--- src/rtl/store_queue_pkg.sv ---
// Shared types for the store queue and the AGU stage that feeds it.
// Widths here must match the parameters store_queue is elaborated with.
package store_queue_pkg;

    localparam int unsigned SQ_ADDR_W = 32;
    localparam int unsigned SQ_DATA_W = 32;
    localparam int unsigned SQ_SQN_W  = 7;
    localparam int unsigned SQ_MASK_W = SQ_DATA_W / 8;

    typedef logic [SQ_SQN_W-1:0] SqN_t;

    typedef struct packed {
        logic                 valid;
        logic                 committed;
        logic                 except;
        logic [SQ_ADDR_W-1:0] addr;
        logic [SQ_DATA_W-1:0] data;
        logic [SQ_MASK_W-1:0] wmask;
        SqN_t                 sqn;
    } sq_entry_t;

    // Flag encoding of an AGU op as seen by the queue
    typedef enum logic [1:0] {
        SQ_OP_STORE = 2'b00,
        SQ_OP_NOMEM = 2'b01,
        SQ_OP_FAULT = 2'b10
    } sq_op_kind_t;

    // a is older than b when (a - b) is negative in SQN_W-bit arithmetic
    function automatic logic sqn_older(input SqN_t a, input SqN_t b);
        SqN_t diff;
        diff = a - b;
        return diff[SQ_SQN_W-1];
    endfunction

    function automatic sq_op_kind_t sq_op_kind(input logic except,
                                               input logic [SQ_MASK_W-1:0] wmask);
        if (except)
            return SQ_OP_FAULT;
        else if (wmask == '0)
            return SQ_OP_NOMEM;
        else
            return SQ_OP_STORE;
    endfunction

endpackage

--- src/rtl/sq_conflict_check.sv ---
// One entry's contribution to the load-ordering conflict check.
module sq_conflict_check
    import store_queue_pkg::*;
(
    input  logic                 valid,
    input  logic                 except,
    input  logic [SQ_MASK_W-1:0] wmask,
    input  logic [SQ_ADDR_W-1:0] addr,
    input  logic [SQ_SQN_W-1:0]  sqn,
    input  logic [SQ_ADDR_W-1:0] ld_addr,
    input  logic [SQ_SQN_W-1:0]  ld_sqn,
    output logic                 hit
);

    always_comb begin
        hit = valid && !except && (wmask != '0) && sqn_older(sqn, ld_sqn)
              && (addr[SQ_ADDR_W-1:2] == ld_addr[SQ_ADDR_W-1:2]);
    end

endmodule

--- src/rtl/store_queue.sv ---
// Sqn-indexed store queue: holds AGU stores until commit, drains them to
// memory in program order, squashes on mispredict, flags load conflicts.
module store_queue
    import store_queue_pkg::*;
#(
    parameter int unsigned NUM_ENTRIES = 8,
    parameter int unsigned ADDR_W      = SQ_ADDR_W,
    parameter int unsigned DATA_W      = SQ_DATA_W,
    parameter int unsigned SQN_W       = SQ_SQN_W
) (
    input  logic                clk,
    input  logic                rst,
    input  logic                in_valid,
    output logic                in_ready,
    input  logic [ADDR_W-1:0]   in_addr,
    input  logic [DATA_W-1:0]   in_data,
    input  logic [DATA_W/8-1:0] in_wmask,
    input  logic                in_except,
    input  logic [SQN_W-1:0]    in_sqn,
    input  logic                br_valid,
    input  logic [SQN_W-1:0]    br_sqn,
    input  logic                comm_valid,
    input  logic [SQN_W-1:0]    comm_sqn,
    output logic                mem_valid,
    input  logic                mem_ready,
    output logic [ADDR_W-1:0]   mem_addr,
    output logic [DATA_W-1:0]   mem_data,
    output logic [DATA_W/8-1:0] mem_wmask,
    input  logic [ADDR_W-1:0]   ld_addr,
    input  logic [SQN_W-1:0]    ld_sqn,
    output logic                ld_conflict,
    output logic                empty
);

    localparam int unsigned IDX_W = $clog2(NUM_ENTRIES);

    sq_entry_t        q [NUM_ENTRIES];
    SqN_t             head_sqn;
    logic [IDX_W-1:0] in_idx;
    logic [IDX_W-1:0] head_idx;
    sq_entry_t        h;
    logic             eligible;
    logic             drain;
    logic             write_en;
    sq_op_kind_t      head_kind;
    logic [NUM_ENTRIES-1:0] hits;

    assign in_idx   = in_sqn[IDX_W-1:0];
    assign head_idx = head_sqn[IDX_W-1:0];
    assign h        = q[head_idx];

    always_comb begin
        in_ready  = !q[in_idx].valid;
        write_en  = in_valid && in_ready && !(br_valid && sqn_older(br_sqn, in_sqn));
        eligible  = h.valid && h.committed && (h.sqn == head_sqn);
        head_kind = sq_op_kind(h.except, h.wmask);
        mem_valid = eligible && (head_kind == SQ_OP_STORE);
        mem_addr  = {h.addr[ADDR_W-1:2], 2'b00};
        mem_data  = h.data;
        mem_wmask = h.wmask;
        // Non-writing ops retire without a memory handshake
        drain     = eligible && ((head_kind != SQ_OP_STORE) || mem_ready);
    end

    always_comb begin
        empty = 1'b1;
        for (int unsigned i = 0; i < NUM_ENTRIES; i++) begin
            if (q[i].valid)
                empty = 1'b0;
        end
    end

    // Later non-blocking writes win: drain overrides commit, write targets a free slot
    always_ff @(posedge clk) begin
        if (rst) begin
            head_sqn <= '0;
            for (int unsigned i = 0; i < NUM_ENTRIES; i++) begin
                q[i].valid     <= 1'b0;
                q[i].committed <= 1'b0;
            end
        end else begin
            for (int unsigned i = 0; i < NUM_ENTRIES; i++) begin
                if (q[i].valid) begin
                    if (br_valid && sqn_older(br_sqn, q[i].sqn)) begin
                        q[i].valid     <= 1'b0;
                        q[i].committed <= 1'b0;
                    end else if (comm_valid && !sqn_older(comm_sqn, q[i].sqn)) begin
                        q[i].committed <= 1'b1;
                    end
                end
            end
            if (drain) begin
                q[head_idx].valid     <= 1'b0;
                q[head_idx].committed <= 1'b0;
                head_sqn              <= head_sqn + 1'b1;
            end
            if (write_en) begin
                q[in_idx] <= '{valid:     1'b1,
                               committed: comm_valid && !sqn_older(comm_sqn, in_sqn),
                               except:    in_except,
                               addr:      in_addr,
                               data:      in_data,
                               wmask:     in_wmask,
                               sqn:       in_sqn};
            end
        end
    end

    for (genvar g = 0; g < NUM_ENTRIES; g++) begin : g_conf
        sq_conflict_check u_chk (
            .valid   (q[g].valid),
            .except  (q[g].except),
            .wmask   (q[g].wmask),
            .addr    (q[g].addr),
            .sqn     (q[g].sqn),
            .ld_addr (ld_addr),
            .ld_sqn  (ld_sqn),
            .hit     (hits[g])
        );
    end

    assign ld_conflict = |hits;

endmodule

--- config.mk ---
export PLATFORM = sky130hd
export DESIGN_NAME = store_queue
export DESIGN_NICKNAME = d
export VERILOG_FILES = /design/src/rtl/store_queue_pkg.sv /design/src/rtl/sq_conflict_check.sv /design/src/rtl/store_queue.sv
export SDC_FILE = /design/constraint.sdc
export NUM_CORES = 1
export LEC_CHECK = 0
export BUFFER_PORTS_ARGS = -buffer_cell sky130_fd_sc_hd__buf_2
export CAP_MARGIN = 20
export CORE_ASPECT_RATIO = 0.8
export CORE_MARGIN = 8
export CORE_UTILIZATION = 55
export CTS_CLUSTER_DIAMETER = 80
export DETAILED_ROUTE_END_ITERATION = 8
export GPL_ROUTABILITY_DRIVEN = 0
export PLACE_DENSITY_LB_ADDON = 0.1
export SLEW_MARGIN = 10
export SYNTH_ARGS = -nofsm -noshare
export SYNTH_HDL_FRONTEND = slang
export SYNTH_SLANG_ARGS = --single-unit
--- constraint.sdc ---
create_clock -name clk -period 6.15 [get_ports clk]
set_clock_uncertainty 0.15 [all_clocks]
set_input_delay 1.23 -clock clk [delete_from_list [all_inputs] [get_ports clk]]
set_output_delay 1.23 -clock clk [all_outputs]
set_load 0.05 [all_outputs]
; ---- Yosys cells after proc, flatten, opt, wreduce, memory -nomap -nowiden
; Memory sizes are Yosys's and may differ from the RTL's. A register that Yosys moved wholly into a read port is not among the register bits.
; Cells that the tools add are included.
[op_classes]
eq_ne = 9
bitwise_logic = 24
n_addsub = 27
n_reduce_logical = 88
muxes = 116
[ops]
columns = op, count
row1 = $eq A30 B30 Y1, 8
row2 = $sub A7 B7 Y7, 26
row3 = $mux W1, 113
row4 = $logic_and A1 B1 Y1, 56
row5 = $reduce_bool A4 Y1, 8
row6 = $or A1 B1 Y1, 24
row7 = $logic_not A1 Y1, 19
row8 = $reduce_or A8 Y1, 1
row9 = $add A7 B1 Y7 const B, 1
row10 = $eq A7 B7 Y1, 1
row11 = $mux W3, 2
row12 = $logic_not A4 Y1, 1
row13 = $logic_not A2 Y1, 1
row14 = $mux W2, 1
row15 = $reduce_bool A2 Y1, 1
row16 = $logic_or A1 B1 Y1, 1
[word_totals]
out_inout_bits = 72
ram_bits = 624
memories = 1
register_bits = 7
[memory_table]
columns = memory, words, word_bits, read_ports, rd_clocked_by_memory_dff, wr, line_no
row1 = q, 8, 78, 10, 1, 10, store_queue.sv:37  ; sq_entry_t q [NUM_ENTRIES];

; ---- Longest topological paths before layout
; An unclocked memory read counts as a cell.
[depth]
word_depth = 10
ltp_mapped = 12
depth_no_buf = 9

; ---- Cells and area by module
; From an unflattened synthesis, not the netlist that was laid out.
[hier_totals]
cells_unflattened = 1917
area_unflattened_um2 = 31031.0
[by_module_without_submodules]
columns = mod, n_inst, area_per_inst_um2, cells_each
row1 = store_queue, 1, 26937.1, 1421
row2 = sq_conflict_check, 8, 511.7, 62

; ---- Worst setup path before layout
; OpenSTA, ideal clock, no wires.
[synth_path]
path_kind = in2reg
start = input in_sqn[1]
end = memory q[3][76] (netlist bit) (enable)
arrival_ns = 5.688
required_time_ns = 5.697
setup_ns = 0.303
setup_slack_ns = 0.009
stages = 10
n_path_buf = 2
path_cell_list = clkbuf_1 > inv_1 > ha_1 > a2111oi_0 > or4_1 > a31o_2 > nand3_1 > nor2_1 > clkbuf_1 > nand4b_1
[synth_lines]
columns = item, line_no
row1 = start: declaration, store_queue.sv:19  ; input logic [SQN_W-1:0] in_sqn,
row2 = end: declaration, store_queue.sv:37

; ---- Final worst setup path
[layout_path]
start = input ld_sqn[1]
end = output ld_conflict
[layout_via]
elab_chain_cells = 4
word_cells_on_any_way = 25
classes_between = add/sub: 8 / reduce/logical: 17
[layout_lines]
columns = item, line_no
row1 = start: declaration, store_queue.sv:30  ; input logic [SQN_W-1:0] ld_sqn,
row2 = $sub A7 B7 Y7, store_queue_pkg.sv:32  ; diff = a - b;
row3 = $logic_and A1 B1 Y1, sq_conflict_check.sv:16  ; hit = valid && !except && (wmask != '0) && sqn_older(sqn, ld_sqn)
row4 = $logic_and A1 B1 Y1, sq_conflict_check.sv:17  ; && (addr[SQ_ADDR_W-1:2] == ld_addr[SQ_ADDR_W-1:2]);
row5 = $reduce_or A8 Y1 (*), store_queue.sv:122  ; assign ld_conflict = |hits;
row6 = end: declaration, store_queue.sv:31  ; output logic ld_conflict,
; Mark *: on every way between the ends. The rest lies on a longest branch, timed or not.

==> metrics.txt <==
main combinational cell family by area after synthesis=simple AND/OR/NAND/NOR gates; switch share=0.230; Die Ht=around 240 µm; fin util=0.618; crit-path cells=buf_2, inv_1, ha_1, a21o_1, a211oi_1, nor3_1, o31ai_1, nand4_1, or4_1, buf_2; P per Cell Area=between 200 and 250 mW/mm²; top_reg_cell synth=edfxtp_1; setup TNS=0 ps; VDD IR max=0.000185 V; Seq/Total Area, Yosys=0.536; Post-Synth Adder-Cell Area=0.0478; Top cell by count, worst path=buf_2; status=complete, no violations; Die X=295 µm; Layout Cells excl Fill=3629; Area growth syn-to-layout=12.0%; initial antenna violation count=15; Synthesis Warnings=0; final worst path period share=0.873; grt peak-use layer=met2; Post-CTS Setup Bufs=0; Sink Count=about 620; CORE AREA=0.0622 mm²; post-synthesis mux area share=0.124; Clk pwr share=0.427; nets=around 3000; die area=slightly above 0.07 mm²; Setup-failing EPs final=0; Initial Util=0.552; Synth Area in XOR/XNOR=0.0712; gr ovfl total=0; met3 Usage GRT=0.0603; Clock Latency Late Sink=between 600 and 700 ps; top cell family by delay on the critical path=simple AND/OR/NAND/NOR gates; max-slew violations=0; # placed instances=~3500; syn avg cell area=roughly 13 µm²; vias in the first global route=~21000; startpoint types=input pin; dpl cell area=roughly 0.036 mm²; total length of routed wires=95000 µm; hold_sp=q[1][77]$_SDFFE_PP1P_; most frequent cells in the layout=edfxtp_1 (600), and2_1 (554), buf_2 (200), mux4_2 (143), xnor2_1 (141); EDFF count, synth=600; Mapped Cells=roughly 2600; DRT iter0 DRCs=~2600; Vias/cell=6.07; first-pass GRT wire length=around 140000 µm; FP Rows=82; TritonCTS Buffers=66; wire length per cell=around 26 µm; PostCTS Resize Cnt=0; CTS clk-pin slew, worst paths=roughly 60 ps; Synth cell types=71; Worst Path Buf+Inv=3; HPWL after DPL=around 66000 µm; unrepaired setup endpoints after global routing=no; Worst Path Required=about 4800 ps; internal power=6890 µW; IO Port Bufs=200; met2 GRT Util=0.405; Synth async-reset ratio=0; fraction of the mapped netlist area in simple logic gates=0.157; drt drc=0; WS Path Type=in -> out; post-layout min period=between 5000 and 6000 ps; Hold Buf Count CTS=0; root buffer cell=clkbuf_16; Hold Path Class=reg -> reg; Yosys reg bits=about 620; First-pass DRT Iterations=5; pin count of the biggest net entering global routing=around 110; CP endpoint kind=output pin; critical path's largest stage delay=around 670 ps; Post-Layout Inst Area=0.0384 mm²; normalized max-slew margin=0.295; CTS tree=done; commonest non-fill, non-tap cell in the layout=edfxtp_1; Max-cap violations=0; io pins=approximately 210; leakage power=0.0152 µW; CP Launch Point=ld_sqn[1]; Mapped Area=0.0343 mm²; Filler Cell Count=slightly below 5000; max frequency=186 MHz; antenna viol nets, final=0; layout cells sized above 1=0.203; vias=approximately 22000; peak fanout along the critical path=8; slowest CP cell=or4_1; Compound-Gate Fraction of Synth Area=0.0393; final hold violation count=0; combinational power share=0.061; CTS H-tree lvls=3; global-route usage over all layers=0.265; Least-Margin Pin Slew=about 1000 ps; Max Root-Sink Buffers=3; GR Layer Usage met1=0.379; Seq pwr share=0.512; Psw=2050 µW; CP Data Arrival Time=3990 ps
==> sequential cells by signal (all words and copies together), names as in the netlist, named ones only <==
signal and flops:
q 608, head_sqn 7
==> through the flow <==
stage,setup WS [ps],power (µW),hold WS (ps)
after floorplan,9.10,4970,354
after global placement,838,5190,400
after detailed placement,861,5200,423
after CTS,836,8990,431
after global routing,680,9190,461
final,782,8950,432
==> final timing paths <==
path	end	slack [ps]	depth (start not counted)
worst max-delay path	ld_conflict	780	10
worst min-delay path	q[1][77]$_SDFFE_PP1P_	430	1
worst max register to register	q[2][76]$_DFFE_PP_	1600	8
worst min register to register	q[1][77]$_SDFFE_PP1P_	430	1
==> Yosys cell counts (14+ instances only) <==
| master | instances | area, µm² |
|---|---|---|
| nand2_1 | 28 | 105 |
| nor3_1 | 48 | 240 |
| or4_1 | 20 | 150 |
| xor2_1 | 138 | 1210 |
| nand4_1 | 47 | 294 |
| mux2_2 | 74 | 833 |
| a2111oi_0 | 17 | 149 |
| nor4_1 | 47 | 294 |
| o21a_1 | 20 | 150 |
| mux4_2 | 143 | 3220 |
| o21ai_0 | 36 | 180 |
| xnor2_1 | 141 | 1230 |
| ha_1 | 131 | 1640 |
| nand2b_1 | 30 | 188 |
| mux2i_1 | 19 | 190 |
| clkbuf_1 | 125 | 469 |
| and2_1 | 554 | 3470 |
| nor2_1 | 49 | 184 |
| inv_1 | 61 | 229 |
| o211ai_1 | 14 | 105 |
| nand3_1 | 22 | 110 |
| a21oi_1 | 26 | 130 |
| a21o_1 | 16 | 120 |
| edfxtp_1 | 600 | 18000 |
| dfxtp_1 | 18 | 360 |
==> power by group through the flow <==
stage,registers (µW),clock network [µW],logic (µW)
after floorplan,4670,0,299
after global placement,4670,0,517
after detailed placement,4670,0,532
after CTS,4580,3870,535
after global routing,4580,4020,586
final,4580,3820,545
==> cell type report <==
class	instances	area, µm²	area share
clock inverter	34	323	0.00840
inverter	65	249	0.00648
timing repair buffer	238	1500	0.0389
tap	840	1050	0.0274
sequential	618	18400	0.479
antenna	11	27.5	0.000716
clock buffer	77	1710	0.0446
multi-input combinational	1746	15200	0.395
==> routing by layer <==
layer,vias to the layer above,wire length (µm),part of all wire
met5,-,72,0.00076
met4,12,2670,0.028
met3,171,9530,0.10
met2,986,42600,0.45
met1,11002,40000,0.42
li1,9856,-,-
==> cells by family (layout without fill, tap and decap cells) <==
kind of cell	Yosys count	after routing
adders and majority gates	131	131
and+or+nand+nor	895	895
DFF	618	618
AOI/OAI and AO/OA	191	191
xor gates and xnor gates	279	279
buffers and inverters	216	414
muxes	236	236
other	1	25
(Power assumes the default switching activity.)
